--- config.mk ---
export PLATFORM = sky130hd
export DESIGN_NAME = fir_stage_scheduler
export DESIGN_NICKNAME = d
export VERILOG_FILES = /design/src/rtl/fir_stage_scheduler.sv
export SDC_FILE = /design/constraint.sdc
export NUM_CORES = 1
export LEC_CHECK = 0
export BUFFER_PORTS_ARGS = -buffer_cell sky130_fd_sc_hd__buf_2
export CAP_MARGIN = 40
export CORE_ASPECT_RATIO = 1.2
export CORE_MARGIN = 3
export CORE_UTILIZATION = 30
export CTS_CLUSTER_DIAMETER = 120
export DETAILED_ROUTE_END_ITERATION = 16
export HOLD_SLACK_MARGIN = 0.15
export PLACE_DENSITY = 0.55
export SETUP_SLACK_MARGIN = 0.5
export SLEW_MARGIN = 15
export SYNTH_ARGS = -nofsm -noshare
export SYNTH_HDL_FRONTEND = slang
export SYNTH_SLANG_ARGS = --single-unit
--- constraint.sdc ---
create_clock -name CLK -period 3 [get_ports CLK]
set_input_delay 0 -clock CLK [delete_from_list [all_inputs] [get_ports CLK]]
set_output_delay 0 -clock CLK [all_outputs]
set_load 0.05 [all_outputs]
--- src/rtl/fir_stage_scheduler.sv ---
// fir_stage_scheduler: flushes, time-slices and demuxes one shared 2-way interleaved FIR stage; results land STAGE_LATENCY+1 cycles after their slot.
// Each channel accepts at most once per 2 cycles (READY low while a sample waits for its slot); FIR_STAGE_SCHED_OVERRUN_CNT_EN adds stall counters.
module fir_stage_scheduler #(
  parameter int DATA_WIDTH    = 32,
  parameter int STAGE_LATENCY = 4,
  parameter int DECIM         = 1,
  parameter int FLUSH_CYCLES  = 64
) (
  input  logic                  CLK,
  input  logic                  RESET,
  input  logic                  ENABLE,
  input  logic [DATA_WIDTH-1:0] CH0_IN_VALUE,
  input  logic                  CH0_IN_VALID,
  output logic                  CH0_IN_READY,
  input  logic [DATA_WIDTH-1:0] CH1_IN_VALUE,
  input  logic                  CH1_IN_VALID,
  output logic                  CH1_IN_READY,
  output logic                  FLT_PHASE,
  output logic [DATA_WIDTH-1:0] FLT_IN_VALUE,
  input  logic [DATA_WIDTH-1:0] FLT_OUT_VALUE,
  output logic [DATA_WIDTH-1:0] CH0_OUT_VALUE,
  output logic                  CH0_OUT_VALID,
  output logic [DATA_WIDTH-1:0] CH1_OUT_VALUE,
  output logic                  CH1_OUT_VALID,
`ifdef FIR_STAGE_SCHED_OVERRUN_CNT_EN
  output logic [15:0]           CH0_STALL_CNT,
  output logic [15:0]           CH1_STALL_CNT,
`endif
  output logic                  RUNNING
);

  localparam logic [1:0] ST_IDLE  = 2'd0;
  localparam logic [1:0] ST_FLUSH = 2'd1;
  localparam logic [1:0] ST_RUN   = 2'd2;
  localparam int FCW = $clog2(FLUSH_CYCLES + 1);
  localparam logic [FCW-1:0] FLUSH_LAST = FCW'(FLUSH_CYCLES - 1);
  localparam logic [7:0] DEC_LAST = 8'(DECIM - 1);

  logic [1:0]                    state_q, state_d;
  logic                          phase_q, phase_d;
  logic [DATA_WIDTH-1:0]         flt_in_q, flt_in_d;
  logic [FCW-1:0]                flush_cnt_q, flush_cnt_d;
  logic [1:0][DATA_WIDTH-1:0]    hold_q, hold_d;
  logic [1:0][DATA_WIDTH-1:0]    out_val_q, out_val_d;
  logic [1:0]                    pend_q, pend_d;
  logic [1:0]                    out_vld_q, out_vld_d;
  logic [1:0][7:0]               dec_q, dec_d;
  logic [STAGE_LATENCY-1:0][1:0] tag_q, tag_d;

  logic [1:0]                    in_vld, in_rdy;
  logic [1:0][DATA_WIDTH-1:0]    in_val;
  logic [1:0]                    tag_out;
  logic                          out_ch;

  assign in_vld  = {CH1_IN_VALID, CH0_IN_VALID};
  assign in_val  = {CH1_IN_VALUE, CH0_IN_VALUE};
  assign in_rdy  = {2{state_q == ST_RUN}} & ~pend_q;
  // Tag = {slot issued in RUN, slot channel}, aligned with FLT_OUT_VALUE on exit.
  assign tag_out = tag_q[STAGE_LATENCY-1];
  assign out_ch  = tag_out[0];

  always_comb begin
    state_d     = state_q;
    phase_d     = ~phase_q;
    flush_cnt_d = flush_cnt_q;
    hold_d      = hold_q;
    pend_d      = pend_q;
    dec_d       = dec_q;
    out_val_d   = out_val_q;
    out_vld_d   = '0;
    tag_d       = '0;

    case (state_q)
      ST_IDLE: begin
        if (ENABLE) begin
          state_d     = ST_FLUSH;
          flush_cnt_d = '0;
          dec_d       = '0;
          hold_d      = '0;
          pend_d      = '0;
        end
      end
      ST_FLUSH: begin
        if (!ENABLE) state_d = ST_IDLE;
        else if (flush_cnt_q == FLUSH_LAST) state_d = ST_RUN;
        else flush_cnt_d = flush_cnt_q + 1'b1;
      end
      ST_RUN: begin
        if (!ENABLE) state_d = ST_IDLE;
      end
      default: state_d = ST_IDLE;
    endcase

    // The registered hold (not a same-edge accept) is what goes out in the new slot.
    flt_in_d = (state_d == ST_RUN) ? hold_q[phase_d] : '0;
    for (int n = 0; n < 2; n++) begin
      if (state_d == ST_RUN && phase_d == 1'(n)) pend_d[n] = 1'b0;
      if (in_vld[n] && in_rdy[n]) begin
        hold_d[n] = in_val[n];
        pend_d[n] = 1'b1;
      end
    end

    tag_d[0] = {state_q == ST_RUN, phase_q};
    for (int i = 1; i < STAGE_LATENCY; i++) tag_d[i] = tag_q[i-1];

    if (state_d == ST_IDLE) begin
      tag_d = '0;
    end else if (tag_out[1]) begin
      if (dec_q[out_ch] == DEC_LAST) begin
        dec_d[out_ch]     = '0;
        out_val_d[out_ch] = FLT_OUT_VALUE;
        out_vld_d[out_ch] = 1'b1;
      end else begin
        dec_d[out_ch] = dec_q[out_ch] + 8'd1;
      end
    end
  end

  always_ff @(posedge CLK) begin
    if (RESET) begin
      state_q     <= ST_IDLE;
      phase_q     <= 1'b0;
      flt_in_q    <= '0;
      flush_cnt_q <= '0;
      hold_q      <= '0;
      pend_q      <= '0;
      dec_q       <= '0;
      out_val_q   <= '0;
      out_vld_q   <= '0;
      tag_q       <= '0;
    end else begin
      state_q     <= state_d;
      phase_q     <= phase_d;
      flt_in_q    <= flt_in_d;
      flush_cnt_q <= flush_cnt_d;
      hold_q      <= hold_d;
      pend_q      <= pend_d;
      dec_q       <= dec_d;
      out_val_q   <= out_val_d;
      out_vld_q   <= out_vld_d;
      tag_q       <= tag_d;
    end
  end

`ifdef FIR_STAGE_SCHED_OVERRUN_CNT_EN
  logic [1:0][15:0] stall_q, stall_d;

  // Saturating and deliberately kept across IDLE so overruns survive a restart.
  always_comb begin
    stall_d = stall_q;
    for (int n = 0; n < 2; n++) begin
      if (state_q == ST_RUN && in_vld[n] && !in_rdy[n] && stall_q[n] != 16'hFFFF)
        stall_d[n] = stall_q[n] + 16'd1;
    end
  end

  always_ff @(posedge CLK) begin
    if (RESET) stall_q <= '0;
    else       stall_q <= stall_d;
  end

  assign CH0_STALL_CNT = stall_q[0];
  assign CH1_STALL_CNT = stall_q[1];
`endif

  assign CH0_IN_READY  = in_rdy[0];
  assign CH1_IN_READY  = in_rdy[1];
  assign FLT_PHASE     = phase_q;
  assign FLT_IN_VALUE  = flt_in_q;
  assign CH0_OUT_VALUE = out_val_q[0];
  assign CH0_OUT_VALID = out_vld_q[0];
  assign CH1_OUT_VALUE = out_val_q[1];
  assign CH1_OUT_VALID = out_vld_q[1];
  assign RUNNING       = (state_q == ST_RUN);

endmodule
==> impl_metrics.tcl, run 1 <==
set metrics [dict create \
    antenna_found_initial 1 \
    cts-htree-levels 4 \
    fin_nets 1067 \
    initial_utilization_pct 30.8 \
    dp_slack_ps 699 \
    layout_setup_ws_ps 663 \
    fin_tns_setup_ps 0 \
    hold_viol_final 0 \
    grt_max_degree 65 \
    irDropWorstVdd_v 0.000376 \
    p_per_area_mw_per_mm2 506 \
    finClkSkew_ps 11.2 \
    wl_mm 19.2 \
    min_period_over_period_pct 77.9 \
    drt_pre_antenna_iters 5 \
    rsz0062_at_grt "false" \
    n_antenna_cell 0 \
    port_buffers 202 \
    outcome "completed" \
    place.gp.congestion 0.825 \
    cts_buffers 17 \
    postSynthAreaPerCell_sq_um 10.7 \
    maxSlewHeadroom_pct 51.7 \
    coreArea_sq_mm 0.0234 \
    reg2reg_slack_ps 660 \
    total_power_mw 5.11 \
    yosys_warnings 0 \
    required_ps 3280 \
    die_area_sq_mm 0.0260 \
    synth_top_area_cell "dfxtp_1" \
    hold_path_class "input pin to flop" \
    arrival_ps 2620 \
    grt.total_usage_pct 14.5 \
    die_h_um 176 \
    netlist-cell-type-count 49 \
    hpwl_mm 12.6 \
    cts-root-buf "clkbuf_16" \
    netlist.area_leader.share_pct 54.9 \
    clockBufferDepth 2 \
    areaGrowthSynthToFinish_pct 39.8 \
    slew_viol_final 0 \
    clkSlewWorstSetupHoldPaths_ps 70 \
    clock.fmax_ghz 0.428 \
    synthArstFlopShare_pct 0 \
    p_leak_nw 4.22 \
    crit_type "flop to flop" \
    drive_gt1_share_pct 26.8 \
    cts_setup_buffers 0 \
    num_io_pins 203 \
    tightest_slew_ps 720 \
    first_global_vias 5995 \
    grt_pass1_wl_mm 30.8 \
    wl_per_cell_um 14.9 \
    syn-num-nets 778 \
    setup_viol_count_final 0 \
    cts.sinks 198 \
    yosys-top-cells-count "dfxtp_1 (198), nor2_1 (133), mux2i_1 (102), a22o_1 (62), clkbuf_1 (26)" \
    fin_area_sq_mm 0.0101 \
    place_area_sq_mm 0.00854 \
    synth-edff-count 0 \
    synth-seq-area-share_pct 54.9 \
    final_util_pct 43.1 \
    ys_top_cells_by_area "dfxtp_1 (55%), mux2i_1 (14%), a22o_1 (7.5%)" \
    cap_violations 0 \
    vias 5892 \
    gr-total-overflow 0 \
    dieWidth_um 148 \
    synth_most_common_cell "dfxtp_1" \
    holdWs_ps 261 \
    syn_area_sq_mm 0.00722 \
    final_cells 1290 \
    ys.flop_type "dfxtp_1" \
    cts_tree "built" \
    vias_per_cell 4.57 \
    fillers 2263 \
    synth-seq-cells 198 \
    syn_inst 674 \
    critPathMaxFanout 29 \
    period_needed_ps 2340 \
    dp.cells 1159 \
    critPathCaptureType "flop" \
    clk_latency_ps 420 \
    placement_rows 61 \
    drt-initial-drc-count 228 \
    drc 0 \
    startpoint_type "flop" \
    ant_nets 0 \
]
## worst paths after layout
kind,start,end,cells after the start
worst max register to register,tag_out[0],CH0_OUT_VALUE[6],10
worst min register to register,tag_q[3],tag_q[5],1
worst min-delay path,CH0_IN_VALID,hold_q[28],4
worst max-delay path,tag_out[0],CH0_OUT_VALUE[6],10
## layout make-up
class / count / area [sq um] / share of cell area [%]
Clock buffer: 19 / 443 / 4.39
Clock inverter: 12 / 106 / 1.05
Inverter: 10 / 37.5 / 0.372
Multi-Input combinational cell: 421 / 2990 / 29.6
Sequential cell: 198 / 3970 / 39.3
Tap cell: 315 / 394 / 3.90
Timing Repair Buffer: 315 / 2160 / 21.4
## state kept, by name, summed over array words and instances, names as in the netlist, 2 cells and up
register and cells:
FLT_IN_VALUE 32, out_vld_q 2, pend_q 2, dec_q 16, hold_q 64, CH0_OUT_VALUE 32, state_q 2, CH1_OUT_VALUE 32
flush_cnt_q 7, tag_q 6, tag_out 2
## critical path: stages, from the launching register on
cell and delay (ps):
dfxtp_1 430, buf_4 230, nand2_1 60, o21ai_0 120
inv_1 90, ha_1 180, o211ai_2 150, nor3_4 330
buf_12 290, mux2i_1 230, nor2_1 60
## kinds of logic after synthesis
logic type      after synthesis  share of synthesized area, %
flops                       198                          54.9
fa+ha+maj                     3                         0.520
xor+xnor                      8                         0.970
compound gates              107                          12.3
buf+inv                      55                          3.85
simple gates                200                          13.1
mux                         103                          14.4
## repair_timing
action	in CTS	in global routing
gates resized for setup	0	0
hold endpoints to repair	164	0
hold buffers	100	0
## metal layers
metal / share of wire [%] / global-route usage, %
met1: 44 / 17.4
met3: 6.1 / 4.16
met5: 0.036 / 0
met4: 1.9 / 4.97
met2: 48 / 25.0
## cells in the final DEF, fill, tap and decap left out, types with 7 or more instances in the layout
cell type / instances
buf_4: 9
a32oi_1: 11
mux2i_1: 102
nor2_1: 132
buf_2: 202
dlygate4sd3_1: 100
clkbuf_16: 17
and3_1: 8
nand2_1: 16
dfxtp_1: 197
nand3_1: 8
a22o_1: 62
inv_6: 7
inv_1: 10
## power breakdown
part | internal [mW] | switching (mW) | leakage, nW
registers | 2.63 | 0.0146 | 1.60
clock network | 1.11 | 1.07 | 0.262
logic | 0.163 | 0.122 | 2.36
total | 3.90 | 1.21 | 4.22
No activity file was read; power rests on OpenSTA's default activity.
==> inputs of run 2 (changes only) <==
Clock period 3 ns to 2.21 ns, I/O delays scaled along.
==> run 2 against run 1 <==
  * Via count is 2.1% higher
  * Clock power is 41% higher
  * Worst setup slack worse by 420 ps
  * Critical path depth is 1 lower
  * Clock skew is 0.64 ps lower
  * Sequential power is 36% higher
  * First-iteration DRC count is 6.6% lower
  * Largest cell class unchanged
  * Non-clock buffer count is 24 higher
==> impl_metrics.tcl, run 2 (synthesis results as in run 1) <==
set metrics [dict create \
    outcome "completed" \
    cap_violations 0 \
    placement_rows 61 \
    multi_input_area_sq_mm 0.00320 \
    crit_buf_inv 5 \
    rsz0062_at_grt "true" \
    grt_pass1_wl_mm 32.2 \
    crit_top_cell "buf_12" \
    startpoint "tag_out[0]" \
    cts-root-buf "clkbuf_16" \
    total_power_mw 7.08 \
    clkSlewWorstSetupHoldPaths_ps 70 \
    drive_gt1_share_pct 31.3 \
    largest_register "hold_q" \
    crit_family "buffers and inverters" \
    worstHoldPathCells 5 \
    fillers 2192 \
    critPathCaptureType "flop" \
    gr-total-overflow 0 \
    num_io_pins 203 \
    port_buffers 202 \
    coreArea_sq_mm 0.0234 \
    fin_nets 1091 \
    reg2reg_slack_ps 240 \
    worst_path_max_delay_cell "dfxtp_4" \
    setup_viol_count_final 0 \
    startpoint_type "flop" \
    layout_commonest_cell "buf_2" \
    grt_max_degree 67 \
    dieWidth_um 148 \
    die_h_um 176 \
    crit_type "flop to flop" \
    clock.fmax_ghz 0.509 \
    holdWs_ps 191 \
    cts_tree "built" \
    clockBufferDepth 2 \
    antenna_found_initial 0 \
    r2r_cells 9 \
    hold_path_class "input pin to flop" \
    arrival_ps 2250 \
    drt_pre_antenna_iters 4 \
    r2r_start "tag_out[0]" \
    cp.depth 9 \
    finClkSkew_ps 10.5 \
    grt.total_usage_pct 15.3 \
    ant_nets 0 \
    critPathMaxFanout 8 \
    irDropWorstVdd_v 0.000491 \
    min_period_over_period_pct 88.9 \
    p_per_area_mw_per_mm2 661 \
    slowest_delay_ps 390 \
    place.gp.congestion 0.807 \
    setup.worst_path.end "CH0_OUT_VALUE[10]" \
    first_global_vias 6104 \
    required_ps 2490 \
    largest_reg_flops 64 \
    wl_mm 20.4 \
    hold_viol_final 0 \
    vias_per_cell 4.57 \
    cts-htree-levels 4 \
    drc 0 \
    cts.sinks 198 \
    reg2reg_to "CH0_OUT_VALUE[10]" \
    seq_area_sq_mm 0.00397 \
    tightest_slew_ps 703 \
    clk_latency_ps 430 \
    die_area_sq_mm 0.0260 \
    final_util_pct 45.7 \
    mostFrequentLayoutCells "buf_2 (202), dfxtp_1 (193), nor2_1 (130)" \
    cts_buffers 17 \
    n_antenna_cell 0 \
    initial_utilization_pct 30.8 \
    drt-initial-drc-count 213 \
    maxSlewHeadroom_pct 53.2 \
    vias 6013 \
    slew_viol_final 0 \
    hpwl_mm 12.5 \
    p_leak_nw 4.48 \
    cp_cell_sequence "buf_8 > buf_4 > nand3b_1 > nor3_4 > buf_12 > buf_12 > buf_16 > mux2i_1 > nor2_1" \
    areaGrowthSynthToFinish_pct 48.3 \
    wl_per_cell_um 15.5 \
    period_needed_ps 1970 \
]
## run 2: how the worst min path moves through the flow
| stage | start | end |
|---|---|---|
| 3_5_place_dp | CH1_IN_VALUE[7] | hold_q[39] |
| 6_report | CH0_IN_VALID | hold_q[31] |
| 4_1_cts | CH0_IN_VALID | hold_q[31] |
| 2_1_floorplan | CH1_IN_VALUE[1] | hold_q[33] |
| 3_3_place_gp | CH1_IN_VALUE[0] | hold_q[32] |
| 5_1_grt | CH0_IN_VALID | hold_q[31] |
## run 2: per-stage QoR
stage	worst slack (ps)	std cells	setup TNS (ps)	cell area, sq um
finish	244	1315	0	10700
global placement	192	1171	0	8690
floorplan	-57.2	674	-1710	7270
CTS	247	1312	0	10500
global route	183	1315	0	10700
detailed placement	145	1171	0	8690
## run 2: power breakdown
part | total, mW | leakage [nW] | internal [mW] | switching [mW]
Clock | 3.08 | 0.280 | 1.63 | 1.45
Sequential | 3.58 | 1.60 | 3.57 | 0.0110
Combinational | 0.416 | 2.60 | 0.234 | 0.182
Total | 7.08 | 4.48 | 5.43 | 1.65
## run 2: layout make-up
class                   instances  area share [%]
well taps                     315            3.68
multi-input cells             421            29.9
flip-flops and latches        198            37.1
clock inverters                12            1.30
clock buffers                  20            4.17
inverters                      10           0.350
repair buffers                339            23.6
## run 2: what timing repair did
item,CTS,global route
gates resized for setup,20,30
buffers inserted,5,2
hold endpoints to repair,161,0
setup endpoints to repair,182,174
hold buffers,100,0
pin swaps,3,5
cloned,4,1
## run 2: worst register-to-register path, cell delays in order (launching register included)
cell      delay [ps]
dfxtp_4          390
buf_8            140
buf_4            140
nand3b_1         220
nor3_4           250
buf_12           160
buf_12           110
buf_16           130
mux2i_1          220
nor2_1            60
## run 2: routing by layer
layer	vias to the layer above	GRT usage (%)	wire length, um
li1	3011	-	-
met3	16	5.06	1470
met4	0	3.77	278
met1	2800	18.3	8760
met5	-	0	0
met2	186	26.5	9900
